===== src/rtl/hpdmc_pkg.sv =====
// Shared types and constants for the hpdmc write-data path.
package hpdmc_pkg;

  localparam int DDR_W = 16;
  localparam int BUS_W = 32;
  localparam int BE_W  = BUS_W / 8;

  // DM pin level that suppresses a byte lane
  localparam logic DM_MASKED = 1'b1;

  typedef enum logic [2:0] {
    ST_IDLE  = 3'd0,
    ST_WAIT  = 3'd1,
    ST_PRE   = 3'd2,
    ST_BURST = 3'd3,
    ST_POST  = 3'd4
  } state_t;

  typedef struct packed {
    logic [BE_W-1:0]  be;
    logic [BUS_W-1:0] data;
  } wr_word_t;

endpackage


===== src/rtl/hpdmc_wrfifo.sv =====
// Show-ahead write FIFO: head is valid combinationally whenever level != 0.
// Callers gate push on !full and pop on !empty; the FIFO does not re-check.
module hpdmc_wrfifo
  import hpdmc_pkg::*;
#(
  parameter int DEPTH = 8,
  localparam int AW = $clog2(DEPTH),
  localparam int LW = AW + 1
) (
  input  logic          clk,
  input  logic          rst_n,
  input  logic          push,
  input  wr_word_t      push_word,
  input  logic          pop,
  output wr_word_t      head,
  output logic [LW-1:0] level
);

  wr_word_t        mem [DEPTH];
  logic [AW-1:0]   wr_ptr;
  logic [AW-1:0]   rd_ptr;

  always_ff @(posedge clk) begin
    if (push) mem[wr_ptr] <= push_word;
  end

  // Power-of-two depth lets the pointers wrap by plain overflow
  always_ff @(posedge clk or negedge rst_n) begin
    if (!rst_n) begin
      wr_ptr <= '0;
      rd_ptr <= '0;
      level  <= '0;
    end else begin
      if (push) wr_ptr <= wr_ptr + 1'b1;
      if (pop)  rd_ptr <= rd_ptr + 1'b1;
      unique case ({push, pop})
        2'b10:   level <= level + 1'b1;
        2'b01:   level <= level - 1'b1;
        default: ;
      endcase
    end
  end

  assign head = mem[rd_ptr];

endmodule


===== src/rtl/hpdmc_wrdata.sv =====
// Write-data stager: buffers bus words, then after WR_LAT emits DQS preamble, BURST beats, postamble.
// All pad-side outputs are registered from the next state; wr_ready drops only when the FIFO is full.
module hpdmc_wrdata
  import hpdmc_pkg::*;
#(
  parameter int BURST      = 4,
  parameter int WR_LAT     = 1,
  parameter int FIFO_DEPTH = 8,
  localparam int LVL_W = $clog2(FIFO_DEPTH) + 1
) (
  input  logic             sys_clk,
  input  logic             sys_rst_n,
  input  logic [BUS_W-1:0] wr_data,
  input  logic [BE_W-1:0]  wr_be,
  input  logic             wr_valid,
  output logic             wr_ready,
  input  logic             write_start,
  output logic             busy,
  output logic [DDR_W-1:0] d0,
  output logic [DDR_W-1:0] d1,
  output logic [1:0]       dm0,
  output logic [1:0]       dm1,
  output logic             dq_oe,
  output logic             dqs_oe,
  output logic             dqs_d0,
  output logic             dqs_d1,
  output logic [LVL_W-1:0] level,
  output logic             underrun,
  input  logic             underrun_clr
);

  localparam int BEAT_W = $clog2(BURST + 1);
  localparam int LAT_W  = $clog2(WR_LAT + 1);
  localparam logic [1:0] DM_ALL = {2{DM_MASKED}};

  state_t            state, state_nxt;
  logic [LAT_W-1:0]  lat_cnt, lat_cnt_nxt;
  logic [BEAT_W-1:0] beat, beat_nxt;
  wr_word_t          in_word, head;
  logic              fifo_empty, push, pop, underrun_evt;

  assign in_word      = '{be: wr_be, data: wr_data};
  assign wr_ready     = (level != LVL_W'(FIFO_DEPTH));
  assign fifo_empty   = (level == '0);
  assign push         = wr_valid && wr_ready;
  assign pop          = (state_nxt == ST_BURST) && !fifo_empty;
  assign underrun_evt = (state_nxt == ST_BURST) && fifo_empty;
  assign busy         = (state != ST_IDLE);

  hpdmc_wrfifo #(.DEPTH(FIFO_DEPTH)) u_fifo (
    .clk       (sys_clk),
    .rst_n     (sys_rst_n),
    .push      (push),
    .push_word (in_word),
    .pop       (pop),
    .head      (head),
    .level     (level)
  );

  always_ff @(posedge sys_clk or negedge sys_rst_n) begin
    if (!sys_rst_n) begin
      state   <= ST_IDLE;
      lat_cnt <= '0;
      beat    <= '0;
    end else begin
      state   <= state_nxt;
      lat_cnt <= lat_cnt_nxt;
      beat    <= beat_nxt;
    end
  end

  // POST accepts a new start so back-to-back bursts share one DQS low cycle
  always_comb begin
    state_nxt   = state;
    lat_cnt_nxt = lat_cnt;
    beat_nxt    = beat;
    unique case (state)
      ST_IDLE, ST_POST: begin
        state_nxt = ST_IDLE;
        if (write_start) begin
          if (WR_LAT == 1) begin
            state_nxt = ST_PRE;
          end else begin
            state_nxt   = ST_WAIT;
            lat_cnt_nxt = LAT_W'(WR_LAT - 1);
          end
        end
      end
      ST_WAIT: begin
        if (lat_cnt <= LAT_W'(1)) state_nxt = ST_PRE;
        else                      lat_cnt_nxt = lat_cnt - 1'b1;
      end
      ST_PRE: begin
        state_nxt = ST_BURST;
        beat_nxt  = '0;
      end
      ST_BURST: begin
        if (beat == BEAT_W'(BURST - 1)) state_nxt = ST_POST;
        else                            beat_nxt  = beat + 1'b1;
      end
      default: state_nxt = ST_IDLE;
    endcase
  end

  // Outputs are loaded on the edge entering each state; d0/d1 hold outside bursts
  always_ff @(posedge sys_clk or negedge sys_rst_n) begin
    if (!sys_rst_n) begin
      d0       <= '0;
      d1       <= '0;
      dm0      <= DM_ALL;
      dm1      <= DM_ALL;
      dq_oe    <= 1'b0;
      dqs_oe   <= 1'b0;
      dqs_d0   <= 1'b0;
      dqs_d1   <= 1'b0;
      underrun <= 1'b0;
    end else begin
      dq_oe  <= 1'b0;
      dqs_oe <= 1'b0;
      dqs_d0 <= 1'b0;
      dqs_d1 <= 1'b0;
      dm0    <= DM_ALL;
      dm1    <= DM_ALL;
      unique case (state_nxt)
        ST_PRE, ST_POST: dqs_oe <= 1'b1;
        ST_BURST: begin
          dqs_oe <= 1'b1;
          dqs_d0 <= 1'b1;
          dq_oe  <= 1'b1;
          if (fifo_empty) begin
            d0 <= '0;
            d1 <= '0;
          end else begin
            d0  <= head.data[BUS_W-1:DDR_W];
            d1  <= head.data[DDR_W-1:0];
            // XOR with the masked level turns an enable into the pin's mask sense
            dm0 <= head.be[3:2] ^ DM_ALL;
            dm1 <= head.be[1:0] ^ DM_ALL;
          end
        end
        default: ;
      endcase
      if (underrun_evt)      underrun <= 1'b1;
      else if (underrun_clr) underrun <= 1'b0;
    end
  end

endmodule


===== config.mk =====
export PLATFORM = sky130hd
export DESIGN_NAME = hpdmc_wrdata
export DESIGN_NICKNAME = d
export VERILOG_FILES = /design/src/rtl/hpdmc_pkg.sv /design/src/rtl/hpdmc_wrfifo.sv /design/src/rtl/hpdmc_wrdata.sv
export SDC_FILE = /design/constraint.sdc
export NUM_CORES = 1
export LEC_CHECK = 0
export CAP_MARGIN = 5
export CORE_MARGIN = 5
export CORE_UTILIZATION = 63
export DETAILED_ROUTE_END_ITERATION = 8
export HOLD_SLACK_MARGIN = 0.12
export PLACE_DENSITY_LB_ADDON = 0.12
export SLEW_MARGIN = 40
export SYNTH_ARGS = -nofsm -noshare
export SYNTH_HDL_FRONTEND = slang
export SYNTH_SLANG_ARGS = --single-unit

===== constraint.sdc =====
create_clock -name sys_clk -period 8 [get_ports sys_clk]
set_input_delay 2 -clock sys_clk [delete_from_list [all_inputs] [get_ports sys_clk]]
set_output_delay 2 -clock sys_clk [all_outputs]
set_load 0.01 [all_outputs]

==> flow_metrics.tcl, run 1 <==
set metrics [dict create \
    start_kind "input port" \
    total_power_w 0.00584 \
    synth.distinct_cells 39 \
    place.gp.congestion 0.753 \
    power_switching_w 0.00171 \
    wl_per_cell_um 24.1 \
    setup_viol 0 \
    status "complete, no violations" \
    avgSynthCellArea_um2 20.8 \
    ys_ff_latch 343 \
    rsz0062_at_grt "false" \
    synth_top_cells_by_count "edfxtp_1, mux4_2, dfrtp_1" \
    clkLatencyLatePin_ns 0.50 \
    max_freq_ghz 0.258 \
    path_depth 4 \
    worstRegToRegCells 14 \
    yosys.area.top_type "edfxtp_1" \
    fin_area_um2 15400 \
    yosysSeqAreaShare_pct 77.2 \
    worst-setup-path-type "input port to register" \
    hp-class "register to register" \
    tns_ns 0 \
    met3_usage_pct 4.13 \
    syn_area_um2 13000 \
    grt_max_degree 56 \
    io_buffers 86 \
    worst-path-buf-inv 2 \
    cts_root_buf "clkbuf_16" \
    grt_pass1_vias 6771 \
    postCtsSetupBuffers 0 \
    clock-sinks 343 \
    drt-pass1-iter-count 5 \
    cts_resized 0 \
    cp.arrival_ns 4.03 \
    synth_area_leaders "edfxtp_1, mux4_2, dfrtp_1" \
    critPathCaptureType "register" \
    p_int_w 0.00413 \
    crit_slowest_cell "nor3_2" \
    antenna_found_initial 0 \
    die_h_um 154 \
    synth_most_common_cell "edfxtp_1" \
    drt_iter0_drc 596 \
    grt_pass1_wl_um 39400 \
    track_usage_pct 21.9 \
    maxSlewViolCount 0 \
    cap_violations 0 \
    syn_to_final_growth_pct 18.8 \
    cts_buffers 35 \
    met1_usage_pct 30.4 \
    cts_tree "yes" \
    placementRows 52 \
    clk_pin_slew_ns 0.06 \
    async_flop_share_pct 16.0 \
    drive_above_1_share_pct 21.2 \
    num_antenna_cells 0 \
    p_comb_share_pct 28.7 \
    hpwl_um 14300 \
    period_share_pct 48.5 \
    hold_path_depth 2 \
    cp_cell_sequence "clkdlybuf4s50_1 > nand2_1 > nor3_2 > buf_4" \
    required_ns 8.15 \
    pwr-share-seq_pct 44.2 \
    coreArea_um2 20200 \
    crit_path_max_incr_delay_ns 0.71 \
    nets 780 \
    dpl-instance-area_um2 14300 \
    cp_top_family "buffers and inverters" \
    htree_levels 2 \
    dieArea_um2 23600 \
    relSlewSlack_pct 49.8 \
    p_clk_share_pct 27.1 \
    skew_ns 0.00994 \
    ir_drop_uv 232 \
    initial_core_util_pct 64.2 \
    hold_buffers 0 \
    syn_nets 671 \
    post-route-util_pct 76.2 \
    grt-ovfl-total 0 \
    drt-total-wl_um 24800 \
    synthCells 623 \
    vias 6254 \
    clk_path_buf_depth 3 \
    die_x_um 154 \
    yosysWarnings 0 \
    gr-max-usage-layer "met2" \
    cp_max_fo 28 \
    drcViolationCount 0 \
    period_needed_ns 3.88 \
    ios 88 \
    viasPerCell 6.08 \
    p_per_area_nw_per_um2 379 \
    use_met2_pct 36.6 \
    p_leak_nw 5.25 \
    synth-main-ff-cell "edfxtp_1" \
    ant_nets 0 \
    hold_viol_final 0 \
    synth_edf_count 288 \
    swShare_pct 29.2 \
    worst_slew_pin_slew_ns 0.748 \
    synth.top_cell.area_share_pct 66.6 \
]
cell usage in the layout, fill, tap and decap left out, types with 3 or more instances in the layout:
| master | instances |
|---|---|
| clkbuf_1 | 10 |
| clkinv_2 | 6 |
| clkbuf_16 | 37 |
| xnor2_1 | 4 |
| xor2_1 | 5 |
| clkdlybuf4s50_1 | 85 |
| buf_16 | 4 |
| buf_4 | 9 |
| dfrtp_1 | 48 |
| nor2_4 | 3 |
| nand2b_1 | 4 |
| mux2_2 | 7 |
| edfxtp_1 | 288 |
| nand3_1 | 3 |
| inv_1 | 4 |
| ha_1 | 7 |
| mux4_1 | 3 |
| mux2i_1 | 32 |
| dfstp_2 | 4 |
| bufinv_16 | 3 |
| clkinv_1 | 4 |
| o21ai_0 | 34 |
| mux4_2 | 69 |
| nor2_1 | 5 |
| nand2_1 | 47 |
per-layer routing:
metal / part of all wire (%) / vias to the layer above
met3: 6.3 / 40
met1: 41 / 3268
met2: 51 / 229
met5: 0 / -
li1: - / 2717
met4: 1.7 / 0
kinds of logic (layout without fill, tap and decap cells):
family | count (synthesis) | after routing | share of synthesized area [%]
flip-flops | 343 | 343 | 77.2
AO/OA/AOI/OAI | 42 | 42 | 1.75
other | 1 | 1 | 0.0289
multiplexers | 111 | 111 | 15.6
XOR/XNOR | 9 | 9 | 0.607
AND/OR/NAND/NOR | 75 | 75 | 2.53
adder cells (fa/ha/maj) | 7 | 7 | 0.674
buffers and inverters | 35 | 170 | 1.51
state kept, by name (all words and copies together) (netlist names):
| register | flops |
|---|---|
| u_fifo.mem | 288 |
| d0 | 16 |
| d1 | 16 |
| u_fifo.level | 4 |
| beat | 3 |
| state | 3 |
| u_fifo.rd_ptr | 3 |
| u_fifo.wr_ptr | 3 |
| dm0 | 2 |
| dm1 | 2 |
| dqs_d0 | 1 |
| dqs_oe | 1 |
| underrun | 1 |
per-stage QoR:
stage / setup WS [ns] / hold WS [ns] / cells
6_report: 4.12 / 0.480 / 1028
3_3_place_gp: 3.39 / 0.454 / 960
3_5_place_dp: 3.57 / 0.470 / 965
5_1_grt: 3.96 / 0.509 / 1028
4_1_cts: 4.11 / 0.484 / 1028
2_1_floorplan: 1.85 / 0.443 / 623
worst min-delay path: stages (launching register included):
cell     delay [ns]
dfrtp_1        0.34
nand2_1        0.04
o21ai_0        0.06
area by class of cell:
class | count | area [um^2]
inverters | 5 | 18.8
fillers | 1108 | 4810
clock inverters | 15 | 151
multi-input cells | 245 | 2830
clock buffers | 48 | 977
repair buffers | 102 | 1080
well taps | 270 | 338
flip-flops and latches | 343 | 10000
path summary, 6_finish.rpt:
kind                       startpoint                end  slack [ns]
setup / recovery             wr_valid  u_fifo.mem[3][32]        4.12
hold / removal                 d1[11]             d1[11]        0.48
setup reg to reg              beat[0]    u_fifo.level[2]        4.41
hold reg to reg                d1[11]             d1[11]        0.48
max in group asynchronous   sys_rst_n   u_fifo.rd_ptr[0]        5.98
min in group asynchronous   sys_rst_n    u_fifo.level[0]        1.59
power groups by stage:
| stage | Sequential (W) | Clock, W | Combinational, W |
|---|---|---|---|
| 6_report | 0.00258 | 0.00158 | 0.00168 |
| 5_1_grt | 0.00262 | 0.00169 | 0.00183 |
| 3_3_place_gp | 0.00263 | 0 | 0.00157 |
| 3_5_place_dp | 0.00261 | 0 | 0.00169 |
| 4_1_cts | 0.00259 | 0.00161 | 0.00171 |
| 2_1_floorplan | 0.00253 | 0 | 0.00113 |
Power figures use the tool's default switching activity.
==> run 2, diff against run 1 <==
--- a/config.mk
+++ b/config.mk
@@ -7,7 +7,7 @@
 export LEC_CHECK = 0
 export CAP_MARGIN = 5
 export CORE_MARGIN = 5
-export CORE_UTILIZATION = 63
+export CORE_UTILIZATION = 53
 export DETAILED_ROUTE_END_ITERATION = 8
 export HOLD_SLACK_MARGIN = 0.12
 export PLACE_DENSITY_LB_ADDON = 0.12
==> constraint.sdc (replaced) <==
create_clock -name sys_clk -period 3.4 [get_ports sys_clk]
set_input_delay 0.85 -clock sys_clk [delete_from_list [all_inputs] [get_ports sys_clk]]
set_output_delay 0.85 -clock sys_clk [all_outputs]
set_load 0.01 [all_outputs]
==> run 2 against run 1 <==
- setup slack worse by 3.4 ns
- non-clock buffer count is 4 higher
- final cell count is 5.8% higher
- critical path depth is 1 lower
- critical path type is now register to primary output
- highest routed layer unchanged
==> flow_metrics.tcl, run 2 (same netlist as run 1, synthesis figures left out) <==
set metrics [dict create \
    critPathCaptureType "primary output" \
    ios 88 \
    most-common-layout-cells "edfxtp_1, clkdlybuf4s50_1, mux4_2" \
    place_ws_ns 0.623 \
    place.gp.congestion 0.744 \
    rrSetupSlack_ns 0.78 \
    drive_above_1_share_pct 21.3 \
    die_h_um 167 \
    worst-setup-path-type "register to primary output" \
    wl_per_cell_um 23.2 \
    tns_ns 0 \
    grt_pass1_vias 6680 \
    worstReg2RegEnd "u_fifo.level[2]" \
    htree_levels 2 \
    cp.arrival_ns 1.83 \
    num_antenna_cells 0 \
    clk_path_buf_depth 3 \
    hold_viol_final 0 \
    clk_pin_slew_ns 0.06 \
    worstRegToRegCells 14 \
    drt-pass1-iter-count 5 \
    required_ns 2.55 \
    clkLatencyLatePin_ns 0.51 \
    drt_iter0_drc 453 \
    holdWs_ns 0.423 \
    initial_core_util_pct 53.6 \
    cp_max_fo 7 \
    grt_pass1_wl_um 39600 \
    worstReg2RegStart "beat[0]" \
    drcViolationCount 0 \
    cts_tree "yes" \
    worst_slew_pin_slew_ns 0.780 \
    p_per_area_nw_per_um2 893 \
    cts_resized 0 \
    period_needed_ns 2.68 \
    nets 785 \
    cap_violations 0 \
    largest-register "u_fifo.mem" \
    max_freq_ghz 0.373 \
    rsz0062_at_grt "false" \
    ir_drop_uv 448 \
    reg.largest.list "u_fifo.mem x288, d0 x16, d1 x16" \
    maxSlewViolCount 0 \
    grt-ovfl-total 0 \
    io_buffers 86 \
    clock-sinks 343 \
    placementRows 57 \
    viasPerCell 5.68 \
    hold_buffers 0 \
    start_kind "register" \
    track_usage_pct 18.6 \
    coreArea_um2 24200 \
    cts_buffers 36 \
    syn_to_final_growth_pct 19.9 \
    dieArea_um2 27700 \
    status "complete, no violations" \
    fillers 1676 \
    setup_ws_ns 0.721 \
    grt_max_degree 56 \
    drt-total-wl_um 25200 \
    antenna_found_initial 0 \
    setup_viol 0 \
    largest_reg_flops 288 \
    skew_ns 0.0160 \
    postCtsSetupBuffers 0 \
    relSlewSlack_pct 48.0 \
    cts_root_buf "clkbuf_16" \
    ant_nets 0 \
    p_leak_nw 5.27 \
    period_share_pct 78.8 \
    final_common_cell "edfxtp_1" \
    hp-class "input port to async pin" \
    die_x_um 167 \
    vias 6178 \
    hpwl_um 14200 \
]
run 2: cell count changes in the layout (fill, tap and decap cells not counted), moves of 2 or more:
cell,change
buf_16,-4
clkbuf_1,+6
buf_4,+2
clkinv_1,-2
clkinv_2,-3
buf_12,+7
run 2: critical path, cell delays in order, from the launching register on:
cell and delay [ns]:
dfrtp_1 0.46, nor3_1 0.21, nand2_1 0.15, clkdlybuf4s50_1 0.51
run 2: per-stage QoR:
step                utilization, %  total power (W)  cells  area, um^2
CTS                           64.2           0.0141   1088       15600
floorplan                        -          0.00862    623       13000
global placement              59.4           0.0101   1023       14400
global route                  64.2           0.0147   1088       15600
finish                        64.2           0.0139   1088       15600
detailed placement            59.4           0.0103   1023       14400
run 2: final cells by class:
type	count	area, um^2	share of cell area [%]
Multi-Input combinational cell	245	2830	18.2
Clock buffer	56	1040	6.67
Timing Repair Buffer	106	1110	7.13
Inverter	5	18.8	0.121
Clock inverter	9	129	0.828
Tap cell	324	405	2.60
Sequential cell	343	10000	64.5
run 2: metal layers:
layer  up-vias  part of all wire, %  wire length (um)  global-route usage (%)
met5         -                    0                 0                       0
met4         0                  1.4               353                    4.87
met3        36                  4.6              1170                    2.87
met2       152                   51             12800                    31.1
met1      3252                   43             10900                    26.1
li1       2738                    -                 -                       -
run 2: where the power goes:
group	total (W)	switching, W	internal (W)
registers	0.00609	0.000619	0.00547
clock network	0.00381	0.00148	0.00233
logic	0.00399	0.00194	0.00206
run 2: how the worst max path moves through the flow:
stage / slack (ns) / from / end
2_1_floorplan: -0.65 / wr_valid / u_fifo.mem[2][0]
3_3_place_gp: 0.67 / wr_valid / u_fifo.level[2]
3_5_place_dp: 0.62 / wr_valid / u_fifo.level[3]
4_1_cts: 0.70 / u_fifo.level[2] / wr_ready
5_1_grt: 0.59 / beat[0] / u_fifo.level[2]
6_report: 0.72 / u_fifo.level[2] / wr_ready
==> run 3, diff against run 2 <==
==> constraint.sdc (replaced) <==
create_clock -name sys_clk -period 2.4 [get_ports sys_clk]
set_input_delay 0.6 -clock sys_clk [delete_from_list [all_inputs] [get_ports sys_clk]]
set_output_delay 0.6 -clock sys_clk [all_outputs]
set_load 0.01 [all_outputs]
==> run 3 against run 2 <==
- register-to-register slack worse by 0.63 ns
- critical path type unchanged
- final cell count up 1.7%
- highest routed layer unchanged
- global-route usage up 0.083 points
- combinational power up 55%
- largest power group unchanged
- setup slack worse by 0.60 ns
- sequential share of layout area down 1.1 points
- routed wire length down 0.56%
- flip-flop and latch count unchanged
- via count up 0.84%
==> flow_metrics.tcl, run 3 (same netlist as run 1, synthesis figures left out) <==
set metrics [dict create \
    fillers 1629 \
    period_needed_ns 2.28 \
    ant_nets 0 \
    p_per_area_nw_per_um2 1260 \
    maxSlewViolCount 0 \
    period_share_pct 94.8 \
    placementRows 57 \
    ios 88 \
    most-common-layout-cells "edfxtp_1, clkdlybuf4s50_1, mux4_2" \
    p_leak_nw 5.39 \
    worstReg2RegStart "beat[0]" \
    clk_path_buf_depth 3 \
    grt_max_degree 37 \
    start_kind "register" \
    cts_tree "yes" \
    track_usage_pct 18.6 \
    min_to "d1[5]" \
    hpwl_um 15800 \
    rrSetupSlack_ns 0.15 \
    antenna_found_initial 0 \
    setup_viol 0 \
    vias 6230 \
    grt_pass1_wl_um 39900 \
    rsz0062_at_grt "false" \
    syn_to_final_growth_pct 21.9 \
    coreArea_um2 24200 \
    viasPerCell 5.63 \
    clock-sinks 343 \
    place.gp.congestion 0.796 \
    hold_path_depth 2 \
    io_buffers 86 \
    skew_ns 0.0170 \
    cp_max_fo 6 \
    dieArea_um2 27700 \
    num_antenna_cells 0 \
    max_freq_ghz 0.439 \
    post-route-util_pct 65.3 \
    cts_buffers 36 \
    relSlewSlack_pct 51.0 \
    drive_above_1_share_pct 25.2 \
    grt_pass1_vias 6818 \
    die_x_um 167 \
    clkLatencyLatePin_ns 0.51 \
    cts_root_buf "clkbuf_16" \
    ir_drop_uv 750 \
    drt-pass1-iter-count 4 \
    grt-ovfl-total 0 \
    critPathCaptureType "primary output" \
    final_common_cell "edfxtp_1" \
    drt_iter0_drc 349 \
    hp-class "register to register" \
    worst_slew_pin_slew_ns 0.735 \
    largest-register "u_fifo.mem" \
    cap_violations 0 \
    fin_area_um2 15800 \
    htree_levels 2 \
    reg.largest.list "u_fifo.mem x288, d0 x16, d1 x16" \
    worst-setup-path-type "register to primary output" \
    initial_core_util_pct 53.6 \
    largest_reg_flops 288 \
    worstRegToRegCells 14 \
    status "complete, no violations" \
    hold_start "d1[5]" \
    worstReg2RegEnd "u_fifo.level[2]" \
    clk_pin_slew_ns 0.06 \
    hold_viol_final 0 \
    nets 803 \
    die_h_um 167 \
    drt-total-wl_um 25100 \
    total_power_w 0.0199 \
    dpl-instance-area_um2 14600 \
    required_ns 1.80 \
    wl_per_cell_um 22.6 \
    cp.arrival_ns 1.68 \
    drcViolationCount 0 \
]
-- run 3: worst max path at each step --
stage	start	to	slack (ns)	cells past startpoint
3_3_place_gp	wr_valid	u_fifo.level[2]	0.02	9
4_1_cts	state[1]	busy	0.02	2
2_1_floorplan	u_fifo.level[1]	u_fifo.mem[7][0]	-0.39	4
5_1_grt	beat[0]	u_fifo.level[2]	0.01	14
3_5_place_dp	wr_valid	u_fifo.level[2]	0.0008	9
6_report	u_fifo.level[2]	wr_ready	0.12	4
-- run 3: power breakdown --
group	internal (W)	switching, W
clock network	0.00319	0.00214
logic	0.00312	0.00306
registers	0.00776	0.000642
-- run 3: metrics by stage --
step	worst slack (ns)	setup TNS, ns	hold slack [ns]	instances
global placement	0.0197	0	0.460	1040
global route	0.0143	0	0.508	1107
detailed placement	0.000811	0	0.472	1040
floorplan	-0.391	-78.25	0.304	623
CTS	0.0153	0	0.485	1107
finish	0.124	0	0.475	1107
-- run 3: cell type report --
| cell class | count | area, um^2 | share of cell area (%) |
|---|---|---|---|
| sequential | 343 | 10000 | 63.4 |
| multi-input combinational | 245 | 2890 | 18.2 |
| timing repair buffer | 124 | 1320 | 8.34 |
| clock buffer | 50 | 1020 | 6.42 |
| tap | 324 | 405 | 2.56 |
| clock inverter | 16 | 141 | 0.893 |
| inverter | 5 | 18.8 | 0.119 |
-- run 3: what timing repair did --
action / in CTS / in global routing
gates resized for setup: 1 / 7
endpoints found under the setup margin: 1 / 3
buffers inserted: 0 / 0
pin swaps: 0 / 1
hold endpoints to repair: 9 / 0
hold buffers: 1 / 0
-- run 3: routing by layer --
metal | track usage (%) | vias to the layer above | wire [um]
li1 | - | 2758 | -
met1 | 26.2 | 3251 | 10900
met2 | 31.0 | 188 | 12500
met3 | 3.63 | 33 | 1290
met4 | 4.02 | 0 | 372
met5 | 0 | - | 0
-- run 3: worst max-delay path, cell delays in order, from the launching register on --
cell and delay (ns):
dfrtp_2 0.40, buf_4 0.16, nor3_2 0.19, nand2_2 0.12, dlygate4sd2_1 0.30
